**src/rtl/glb_pkg.sv**
```systemverilog
// glb_pkg: shared global-buffer bank constants and request bundles
package glb_pkg;
    localparam int BANK_DATA_WIDTH = 64;
    localparam int BANK_ADDR_WIDTH = 14;
    localparam int SRAM_READ_LATENCY = 3;
    typedef struct packed {
        logic [BANK_ADDR_WIDTH-1:0]   addr;
        logic [BANK_DATA_WIDTH-1:0]   data;
        logic [BANK_DATA_WIDTH/8-1:0] strb;
    } bank_wr_req_t;
    typedef struct packed {
        logic [BANK_ADDR_WIDTH-1:0] addr;
    } bank_rd_req_t;
endpackage

```
**src/rtl/glb_bank_resp_fifo.sv**
```systemverilog
// glb_bank_resp_fifo: synchronous FIFO with occupancy count; push into a full FIFO succeeds only alongside a pop
module glb_bank_resp_fifo #(
    parameter int WIDTH = 64,
    parameter int DEPTH = 4
) (
    input  logic                       clk,
    input  logic                       reset,
    input  logic                       push,
    input  logic [WIDTH-1:0]           push_data,
    input  logic                       pop,
    output logic [WIDTH-1:0]           pop_data,
    output logic                       full,
    output logic                       empty,
    output logic [$clog2(DEPTH+1)-1:0] count
);
    localparam int AW = $clog2(DEPTH);
    localparam int CW = $clog2(DEPTH+1);
    logic [WIDTH-1:0] mem [DEPTH];
    logic [AW-1:0] wr_ptr, rd_ptr;
    logic do_push, do_pop;
    assign do_pop = pop && !empty;
    assign do_push = push && (!full || do_pop);
    assign full = count == CW'(DEPTH);
    assign empty = count == '0;
    assign pop_data = mem[rd_ptr];
    always_ff @(posedge clk)
        if (do_push) mem[wr_ptr] <= push_data;
    always_ff @(posedge clk) begin
        if (reset) begin
            wr_ptr <= '0;
            rd_ptr <= '0;
            count <= '0;
        end else begin
            if (do_push) wr_ptr <= wr_ptr + AW'(1);
            if (do_pop) rd_ptr <= rd_ptr + AW'(1);
            count <= count + CW'(do_push) - CW'(do_pop);
        end
    end
endmodule

```
**src/rtl/glb_bank_mem_ctrl.sv**
```systemverilog
// glb_bank_mem_ctrl: write/read arbiter and SRAM driver for one global-buffer bank,
// with fixed-latency read tracking into a credit-protected response FIFO
module glb_bank_mem_ctrl
    import glb_pkg::*;
#(
    parameter int DATA_WIDTH = BANK_DATA_WIDTH,
    parameter int ADDR_WIDTH = BANK_ADDR_WIDTH,
    parameter int READ_LATENCY = SRAM_READ_LATENCY,
    parameter int RESP_FIFO_DEPTH = 4
) (
    input  logic                    clk,
    input  logic                    reset,
    input  logic                    wr_req_valid,
    output logic                    wr_req_ready,
    input  logic [ADDR_WIDTH-1:0]   wr_addr,
    input  logic [DATA_WIDTH-1:0]   wr_data,
    input  logic [DATA_WIDTH/8-1:0] wr_strb,
    input  logic                    rd_req_valid,
    output logic                    rd_req_ready,
    input  logic [ADDR_WIDTH-1:0]   rd_addr,
    output logic                    rd_resp_valid,
    input  logic                    rd_resp_ready,
    output logic [DATA_WIDTH-1:0]   rd_resp_data,
    output logic                    mem_ceb,
    output logic                    mem_web,
    output logic [DATA_WIDTH-1:0]   mem_bweb,
    output logic [ADDR_WIDTH-1:0]   mem_a,
    output logic [DATA_WIDTH-1:0]   mem_d,
    input  logic [DATA_WIDTH-1:0]   mem_q
);
    localparam int CW = $clog2(RESP_FIFO_DEPTH+1);
    logic last_wr, rd_ok, wr_gnt, rd_gnt, push, pop, fifo_full, fifo_empty;
    logic [CW-1:0] credits, fifo_count;
    logic [READ_LATENCY-1:0] lat;
    // credits cover in-flight reads too, so a granted read always has a FIFO slot waiting
    assign rd_ok = rd_req_valid && credits < CW'(RESP_FIFO_DEPTH);
    assign wr_gnt = !reset && wr_req_valid && (!rd_ok || !last_wr);
    assign rd_gnt = !reset && rd_ok && (!wr_req_valid || last_wr);
    assign wr_req_ready = wr_gnt;
    assign rd_req_ready = rd_gnt;
    assign mem_ceb = !(wr_gnt || rd_gnt);
    assign mem_web = !wr_gnt;
    assign mem_a = wr_gnt ? wr_addr : rd_gnt ? rd_addr : '0;
    assign mem_d = wr_gnt ? wr_data : '0;
    for (genvar b = 0; b < DATA_WIDTH/8; b++) begin : g_bweb
        assign mem_bweb[b*8 +: 8] = wr_gnt ? {8{~wr_strb[b]}} : 8'hFF;
    end
    assign push = lat[READ_LATENCY-1];
    assign pop = rd_resp_valid && rd_resp_ready;
    assign rd_resp_valid = !fifo_empty;
    always_ff @(posedge clk) begin
        if (reset) begin
            last_wr <= 1'b0;
            lat <= '0;
            credits <= '0;
        end else begin
            if (wr_gnt || rd_gnt) last_wr <= wr_gnt;
            lat <= {lat[READ_LATENCY-2:0], rd_gnt};
            credits <= credits + CW'(rd_gnt) - CW'(pop);
            assert (!(push && fifo_full));
            assert (credits >= fifo_count);
        end
    end
    glb_bank_resp_fifo #(.WIDTH(DATA_WIDTH), .DEPTH(RESP_FIFO_DEPTH)) u_resp_fifo (
        .clk(clk),
        .reset(reset),
        .push(push),
        .push_data(mem_q),
        .pop(pop),
        .pop_data(rd_resp_data),
        .full(fifo_full),
        .empty(fifo_empty),
        .count(fifo_count)
    );
endmodule

```
**config.mk**
```make
export PLATFORM = sky130hd
export DESIGN_NAME = glb_bank_mem_ctrl
export DESIGN_NICKNAME = d
export VERILOG_FILES = /design/src/rtl/glb_pkg.sv /design/src/rtl/glb_bank_resp_fifo.sv /design/src/rtl/glb_bank_mem_ctrl.sv
export SDC_FILE = /design/constraint.sdc
export NUM_CORES = 1
export LEC_CHECK = 0
export BUFFER_PORTS_ARGS = -buffer_cell sky130_fd_sc_hd__buf_2
export CORE_UTILIZATION = 50
export DETAILED_ROUTE_END_ITERATION = 10
export PLACE_DENSITY_LB_ADDON = 0.3
export SLEW_MARGIN = 20
export SYNTH_ARGS = -nofsm -noshare
export SYNTH_HDL_FRONTEND = slang
export SYNTH_SLANG_ARGS = --single-unit
```
**constraint.sdc**
```tcl
create_clock -name clk -period 3.37 [get_ports clk]
set_input_delay 0.674 -clock clk [delete_from_list [all_inputs] [get_ports clk]]
set_output_delay 0.674 -clock clk [all_outputs]
set_load 0.02 [all_outputs]
```
## Word-level counts from Yosys, hierarchy flattened

Memories as Yosys holds them, arrays and structs flattened. A register that Yosys moved wholly into a read port is not among the register bits.
Cells that the tools add are included.

| operators by class | value |
|---|---|
| add/subtract/negate cells | 6 |
| $mul | 0 |
| div/mod/pow operators | 0 |
| $lt $le $gt $ge | 1 |
| equal/unequal tests | 1 |
| shifts and indexed selects | 0 |
| muxes and demuxes | 15 |
| bitwise operators | 8 |
| reduce and logical (&&, ||, !) cells | 21 |

Operators with widths:

| kind | count |
|---|---|
| 64-bit two-way mux | 1 |
| 8-bit two-way mux | 8 |
| 14-bit two-way mux | 2 |
| 1-bit logical AND | 8 |
| 1-bit logical NOT | 8 |
| 1-bit inverter | 8 |
| 3-bit by 1-bit adder with 3-bit output | 2 |
| 3-bit by 1-bit subtractor with 3-bit output | 2 |
| 2-bit by 1-bit adder with 2-bit output (second input constant) | 2 |
| 1-bit logical OR | 4 |
| 2-bit two-way mux | 2 |
| 3-bit equality test (second input constant) | 1 |
| 3-bit logical NOT | 1 |
| 3-bit less-than comparator (second input constant) | 1 |
| 1-bit two-way mux | 2 |

| storage, ports and cells | value |
|---|---|
| flip-flop bits (word level) | 14 |
| latch bits | 0 |
| RAM bits | 256 |
| ROM bits | 0 |
| input port bits | 169 |
| output and inout port bits | 211 |
| logic and storage cells | 59 |
| memories kept | 1 |

Memories:

| name | words | bits a word | read ports | clocked after Yosys merged registers in | write ports | line | text |
|---|---|---|---|---|---|---|---|
| u_resp_fifo.mem | 4 | 64 | 1 | 1 | 1 | glb_bank_resp_fifo.sv:18 | `logic [WIDTH-1:0] mem [DEPTH];` |

## Logic depth before layout (Yosys ltp)

Gate-level depths: netlist (run 1).

| logic depth | value |
|---|---|
| word-level depth | 8 |
| depth in mapped cells | 8 |
| mapped depth without buffers | 8 |

## Modules after synthesis

Synthesis (run 1) repeated with hierarchy kept, for this count alone.

| unflattened totals | value |
|---|---|
| cell total of the unflattened synthesis | 566 |
| area total of the unflattened synthesis | 11124.4 um^2 |

Modules (own cells, without submodules):

| module | times used | cells an instance | area an instance (um^2) | seq. area each (um^2) |
|---|---|---|---|---|
| glb_bank_resp_fifo | 1 | 381 | 9741.8 | 7867.5 |
| glb_bank_mem_ctrl | 1 | 185 | 1382.6 | 140.1 |

## Least setup slack after synthesis (run 1)

Ideal clock, no wire load.

| path | value |
|---|---|
| path type | in2reg |
| start point | input rd_resp_ready |
| end point | memory u_resp_fifo.mem[0][0], enable pin |
| library setup time | 0.429 ns |
| data arrival time | 2.481 ns |
| data required time | 2.941 ns |
| path slack | 0.460 ns |
| stages on the path | 2 |
| path buffers | 0 |
| path through | o41a_1 and2_1 |

| between the ends | value |
|---|---|
| word-level cells in the longest chain between the ends | 6 |

RTL lines:

| item | line | text |
|---|---|---|
| start, declared | glb_bank_mem_ctrl.sv:22 | `input logic rd_resp_ready,` |
| 1-bit logical AND | glb_bank_mem_ctrl.sv:49 | `assign pop = rd_resp_valid && rd_resp_ready;` |
| 1-bit logical AND | glb_bank_resp_fifo.sv:21 | `assign do_pop = pop && !empty;` |
| 1-bit logical OR | glb_bank_resp_fifo.sv:22 | `assign do_push = push && (!full \|\| do_pop);` |
| 1-bit logical AND | glb_bank_resp_fifo.sv:22 |  |
| 1-bit two-way mux | glb_bank_resp_fifo.sv:27 | `if (do_push) mem[wr_ptr] <= push_data;` |
| 1-bit two-way mux (not written as such) | glb_bank_resp_fifo.sv:27 |  |
| end, declared | glb_bank_resp_fifo.sv:18 |  |

No other way between the ends.

## Worst setup path in the final report (run 1)

| path | value |
|---|---|
| start point | register credits[2] |
| end point | output mem_bweb[11] |

| between the ends | value |
|---|---|
| word-level cells in the longest chain between the ends | 6 |

RTL lines:

| item | line | text |
|---|---|---|
| start, declared | glb_bank_mem_ctrl.sv:33 | `logic [CW-1:0] credits, fifo_count;` |
| start signal, assigned | glb_bank_mem_ctrl.sv:59 | `credits <= credits + CW'(rd_gnt) - CW'(pop);` |
| 3-bit less-than comparator | glb_bank_mem_ctrl.sv:36 | `assign rd_ok = rd_req_valid && credits < CW'(RESP_FIFO_DEPTH);` |
| 1-bit logical AND | glb_bank_mem_ctrl.sv:36 |  |
| 1-bit logical NOT | glb_bank_mem_ctrl.sv:37 | `assign wr_gnt = !reset && wr_req_valid && (!rd_ok \|\| !last_wr);` |
| 1-bit logical OR | glb_bank_mem_ctrl.sv:37 |  |
| 1-bit logical AND | glb_bank_mem_ctrl.sv:37 |  |
| 8-bit two-way mux | glb_bank_mem_ctrl.sv:46 | `assign mem_bweb[b*8 +: 8] = wr_gnt ? {8{~wr_strb[b]}} : 8'hFF;` |
| end, declared | glb_bank_mem_ctrl.sv:26 | `output logic [DATA_WIDTH-1:0] mem_bweb,` |

No other way between the ends.

==> results of run 1 <==
critical path, delay by kind of cell, from the launching register on:
| family | cells | cell delay (ps) |
|---|---|---|
| simple gates | 3 | 780 |
| buf+inv | 2 | 710 |
| flops | 1 | 440 |
cell type report:
class	instances	area (sq um)	share of cell area (%)
diodes	7	17.5	0.127
clock buffers	38	768	5.57
well taps	275	344	2.50
repair buffers	389	2030	14.8
multi-input cells	199	2430	17.6
inverters	11	41.3	0.300
clock inverters	14	130	0.944
flip-flops and latches	272	8020	58.2
final timing paths:
| kind | end |
|---|---|
| max | mem_bweb[11] |
| min | u_resp_fifo.mem[1][23] |
| max reg2reg | credits[2] |
| min reg2reg | lat[2] |
synthesized netlist by cell type (4+ instances only):
cell / n / area share (%)
mux4_2: 64 / 13
nand2_1: 8 / 0.27
a22o_1: 14 / 1.1
edfxtp_1: 256 / 70
nor2b_1: 6 / 0.34
xnor2_1: 4 / 0.32
and2_1: 68 / 3.9
buf_4: 57 / 3.9
nor2_1: 10 / 0.34
ha_1: 8 / 0.91
dfxtp_1: 16 / 2.9
clkbuf_1: 8 / 0.27
buf_2: 9 / 0.41
inv_1: 11 / 0.37
clkbuf_2: 6 / 0.27
where the power goes:
part           switching [uW]  internal (uW)  total, uW
clock network            1220           1750       2960
registers                 118           3770       3880
logic                    1110            912       2020
sequential cells by signal, summed over array words and instances, names as in the netlist, named ones only:
signal / flops
lat: 3
u_resp_fifo.count: 3
u_resp_fifo.wr_ptr: 2
credits: 3
u_resp_fifo.rd_ptr: 2
u_resp_fifo.mem: 256
last_wr: 1
routing by layer:
layer	wire length (um)	vias to the layer above	global-route usage (%)
met5	23	-	0
met4	1810	4	14.7
met3	2800	76	6.91
met2	14400	341	41.0
met1	11000	3215	33.5
li1	-	2817	-
cells by family after synthesis:
family / after synthesis / synth area share (%)
compound gates: 17 / 1.37
xor+xnor: 6 / 0.477
fa+ha+maj: 10 / 1.27
buf+inv: 93 / 5.41
flops: 272 / 72.6
mux: 66 / 13.3
simple gates: 100 / 5.57
stage by stage:
stage	instance area, sq um	hold slack, ps
detailed placement	12900	423
global route	13800	333
floorplan	11000	414
CTS	13800	332
global placement	12900	425
finish	13800	354
==> results.toml, run 1 <==
[run_status]
outcome = "complete, no violations"

[drt]
first_pass_iters = 5
vias = 6453
viasPerCell = 5.36
drt_iter0_drc = 455
wl_um = 30000
wire_per_inst_um = 24.9
drc = 0
ant_nets = 0

[sta]
clock_skew_ps = 18.6
worst_slack_ps = 218
period_needed_ps = 3150
slew_headroom_pct = 29.4
clock.fmax_ghz = 0.317
grt_setup_unrepaired = "false"
setup_viol = 0
slew_viol_final = 0
finalHoldViolations = 0
tightest_slew_ps = 1060
setup_tns_ps = 0
finalCritPeriodShare_pct = 93.5

[clock_network]
cts_inserted_buffers = 28
cts.path.max_buffers = 3
cts_setup_buffers = 0
h-tree-depth = 1
postCtsHoldBufs = 0
root_buffer = "clkbuf_16"
clock_latency_ps = 530
clock_sinks = 272
clkSlewWorstSetupHoldPaths_ps = 60
tritoncts = "built"
cts_resized = 0

[grt]
grt_pass1_wl_um = 41000
grt_max_degree = 65
grt_pass1_vias = 6238
grt.overflow.total = 0
antenna_found_initial = 24
grt.total_usage_pct = 26.3

[place]
placed_cells = 1146
port_buffers = 379
post-place-ws_ps = 532
dpl.hpwl_um = 21900
place_congestion = 0.999

[setup_path]
reg2regPathDepth = 8
criticalPathCategory = "reg2out"
end_kind = "output pin"
worst_setup_path_start_kind = "flop"
cp-startpoint = "credits[2]"
crit_path_max_incr_delay_ps = 450
r2r_start = "u_resp_fifo.count[0]"
path_cells = "and3b_1, nor3b_4, buf_4, nand2_1, buf_2"
path_max_fanout = 56
reg2reg_slack_ps = 1210
crit_slowest_cell = "buf_4"
worst_ep_arrival_time_ps = 2480
worstPathRequired_ps = 2700

[floorplanning]
die_w_um = 150
row_count = 53
die_h_um = 150
start_util_pct = 51.8
pin_count = 380
coreArea_sq_um = 21300
die-area_sq_um = 22600

[cells_and_area]
fillCellCount = 1492
fin_util_pct = 64.7
final_cell_mix = "buf_2, edfxtp_1, and2_1, mux4_2, clkbuf_16"
final_common_cell = "buf_2"
final_cells = 1205
layout-drive-gt1-share_pct = 54.4
fin_nets = 1080
syn2layout_area_growth_pct = 25.0

[logic_synthesis]
synth.avg_cell_area_sq_um = 19.5
yosysWarnings = 0
async_flop_share_pct = 0
syn_area_sq_um = 11000
ys_seq_elements = 272
synth-edff-count = 256
ys_seq_area_share_pct = 72.6
synthesis.nets = 743
syn-instance-count = 564
synthFlopType = "edfxtp_1"
synth_cell_types = 30

[pwr]
power.density_nw_per_um2 = 643
power_uw = 8870
p_leak_uw = 0.00523
peakVddDrop_uv = 420

[min_path]
hold_path.class = "in2reg"
hold_path_startpoint = "mem_q[23]"
holdPathStages = 1

[run]
drv_cap = 0
Power figures use the tool's default switching activity.
==> run 2: changes to the inputs <==
Settings changed: SYNTH_HIERARCHICAL set to 1.
==> results.toml, run 2 <==
[run_status]
outcome = "complete, no violations"

[setup_path]
worst_setup_path_start_kind = "flop"
crit_path_max_incr_delay_ps = 430
critPathBufInv = 2
end_kind = "output pin"
path_max_fanout = 89
crit_slowest_cell = "dfxtp_1"
worst_ep_arrival_time_ps = 2250
path_cells = "and3b_1, nor3b_4, buf_12, a22o_1, buf_2"
crit_family = "buffers and inverters"
criticalPathCategory = "reg2out"
worstPathRequired_ps = 2700

[place]
dpl.hpwl_um = 21200
port_buffers = 379
place_congestion = 1.01
placed_cells = 1158
dpl_cell_area_sq_um = 13000

[sta]
slew_viol_final = 0
finalCritPeriodShare_pct = 86.8
grt_setup_unrepaired = "false"
clock.fmax_ghz = 0.342
setup_viol = 0
setup_tns_ps = 0
period_needed_ps = 2930
tightest_slew_ps = 546
finalHoldViolations = 0
clock_skew_ps = 24.5
slew_headroom_pct = 63.6

[logic_synthesis]
synth_cell_types = 32
yosys-top-cells-area = "edfxtp_1, mux4_2, buf_4, and2_1, dfxtp_1"
synth_top_area_share_pct = 69.1
synth.avg_cell_area_sq_um = 19.7
synth-edff-count = 256
synthFlopType = "edfxtp_1"
synthMostInstantiatedCell = "edfxtp_1"
ys_seq_area_share_pct = 72.0
synth_top_cell_by_area = "edfxtp_1"
ys_seq_elements = 272
synthesis.nets = 744
synth_commonest_cells = "edfxtp_1, and2_1, mux4_2, buf_4, dfxtp_1"
syn-instance-count = 566
syn_area_sq_um = 11100
yosysWarnings = 6
async_flop_share_pct = 0

[grt]
grt_pass1_vias = 6151
grt.total_usage_pct = 24.9
grt_max_degree = 90
grt_pass1_wl_um = 40100
antenna_found_initial = 6
grt.overflow.total = 0

[cells_and_area]
final_cells = 1205
final_common_cell = "buf_2"
regMostFlops = "u_resp_fifo/mem"
final_cell_mix = "buf_2, edfxtp_1, and2_1, mux4_2, clkbuf_16"
syn2layout_area_growth_pct = 24.6
fin_nets = 1084
post-route-cell-area_sq_um = 13900
fillCellCount = 1556
layout-drive-gt1-share_pct = 55.3
largest_register_ff_count = 256

[drt]
drc = 0
vias = 6370
wire_per_inst_um = 23.7
first_pass_iters = 5
wl_um = 28500
ant_nets = 0
viasPerCell = 5.29
drt_iter0_drc = 503

[pwr]
peakVddDrop_uv = 297
power_uw = 7180
p_leak_uw = 0.00524
power.density_nw_per_um2 = 518

[min_path]
hold_path.class = "in2reg"

[floorplanning]
row_count = 54
coreArea_sq_um = 21800
die-area_sq_um = 22800
die_w_um = 151
start_util_pct = 51.0
die_h_um = 151
pin_count = 380

[clock_network]
clock_latency_ps = 530
clkSlewWorstSetupHoldPaths_ps = 60
postCtsHoldBufs = 0
tritoncts = "built"
cts.path.max_buffers = 3
cts_setup_buffers = 0
cts_inserted_buffers = 26
clock_sinks = 272
cts_resized = 0
root_buffer = "clkbuf_16"
h-tree-depth = 1

[run]
drv_cap = 0
-- run 2: where the power goes --
part	leakage (uW)	total [uW]	internal, uW	switching [uW]
combinational	0.00239	552	212	340
clock	0.000419	2890	1720	1170
sequential	0.00243	3730	3720	12.6
total	0.00524	7180	5650	1520
-- run 2: kinds of logic (layout without fill, tap and decap cells) --
family | Yosys count | after routing | share of synthesized area, %
flip-flops | 272 | 272 | 72.0
AND/OR/NAND/NOR | 103 | 103 | 5.86
buffers and inverters | 92 | 449 | 5.80
multiplexers | 66 | 66 | 13.2
AO/OA/AOI/OAI | 18 | 18 | 1.55
adder cells (fa/ha/maj) | 9 | 9 | 1.15
XOR/XNOR | 6 | 6 | 0.472
other | 0 | 2 | 0
-- run 2: through the flow --
| step | setup slack, ps | util [%] | hold WS [ps] |
|---|---|---|---|
| floorplan | 749 | - | 414 |
| global placement | 636 | 59.6 | 443 |
| detailed placement | 646 | 59.6 | 439 |
| CTS | 392 | 63.5 | 331 |
| global route | 340 | 63.5 | 341 |
| finish | 443 | 63.5 | 352 |
-- run 2: worst paths after layout --
check	end	cells past startpoint	startpoint	slack [ps]
setup / recovery	mem_a[12]	5	credits[2]	440
hold / removal	u_resp_fifo/mem[2][17]	1	mem_q[17]	350
hold reg to reg	lat[1]	1	lat[0]	450
setup reg to reg	u_resp_fifo/mem[0][12]	6	u_resp_fifo/count[1]	910
-- run 2: metal layers --
metal	part of all wire [%]	global-route usage, %
met5	0.046	0
met1	42	35.9
met4	1.1	4.50
met2	48	40.0
met3	8.6	4.61
-- run 2: worst register-to-register path, cell delays in order, from the launching register on --
cell	delay (ps)
dfxtp_1	480
nor3_1	130
nor2b_1	310
inv_1	130
a21boi_4	280
and2_4	450
buf_4	350
-- run 2: area by class of cell --
class                      count  area (sq um)  share of cell area (%)
antenna                        2          5.00                  0.0361
clock buffer                  30           666                    4.80
clock inverter                15           190                    1.37
inverter                      10          37.5                   0.271
multi-input combinational    202          2480                    17.9
sequential                   272          8010                    57.8
tap                          280           350                    2.53
timing repair buffer         394          2120                    15.3
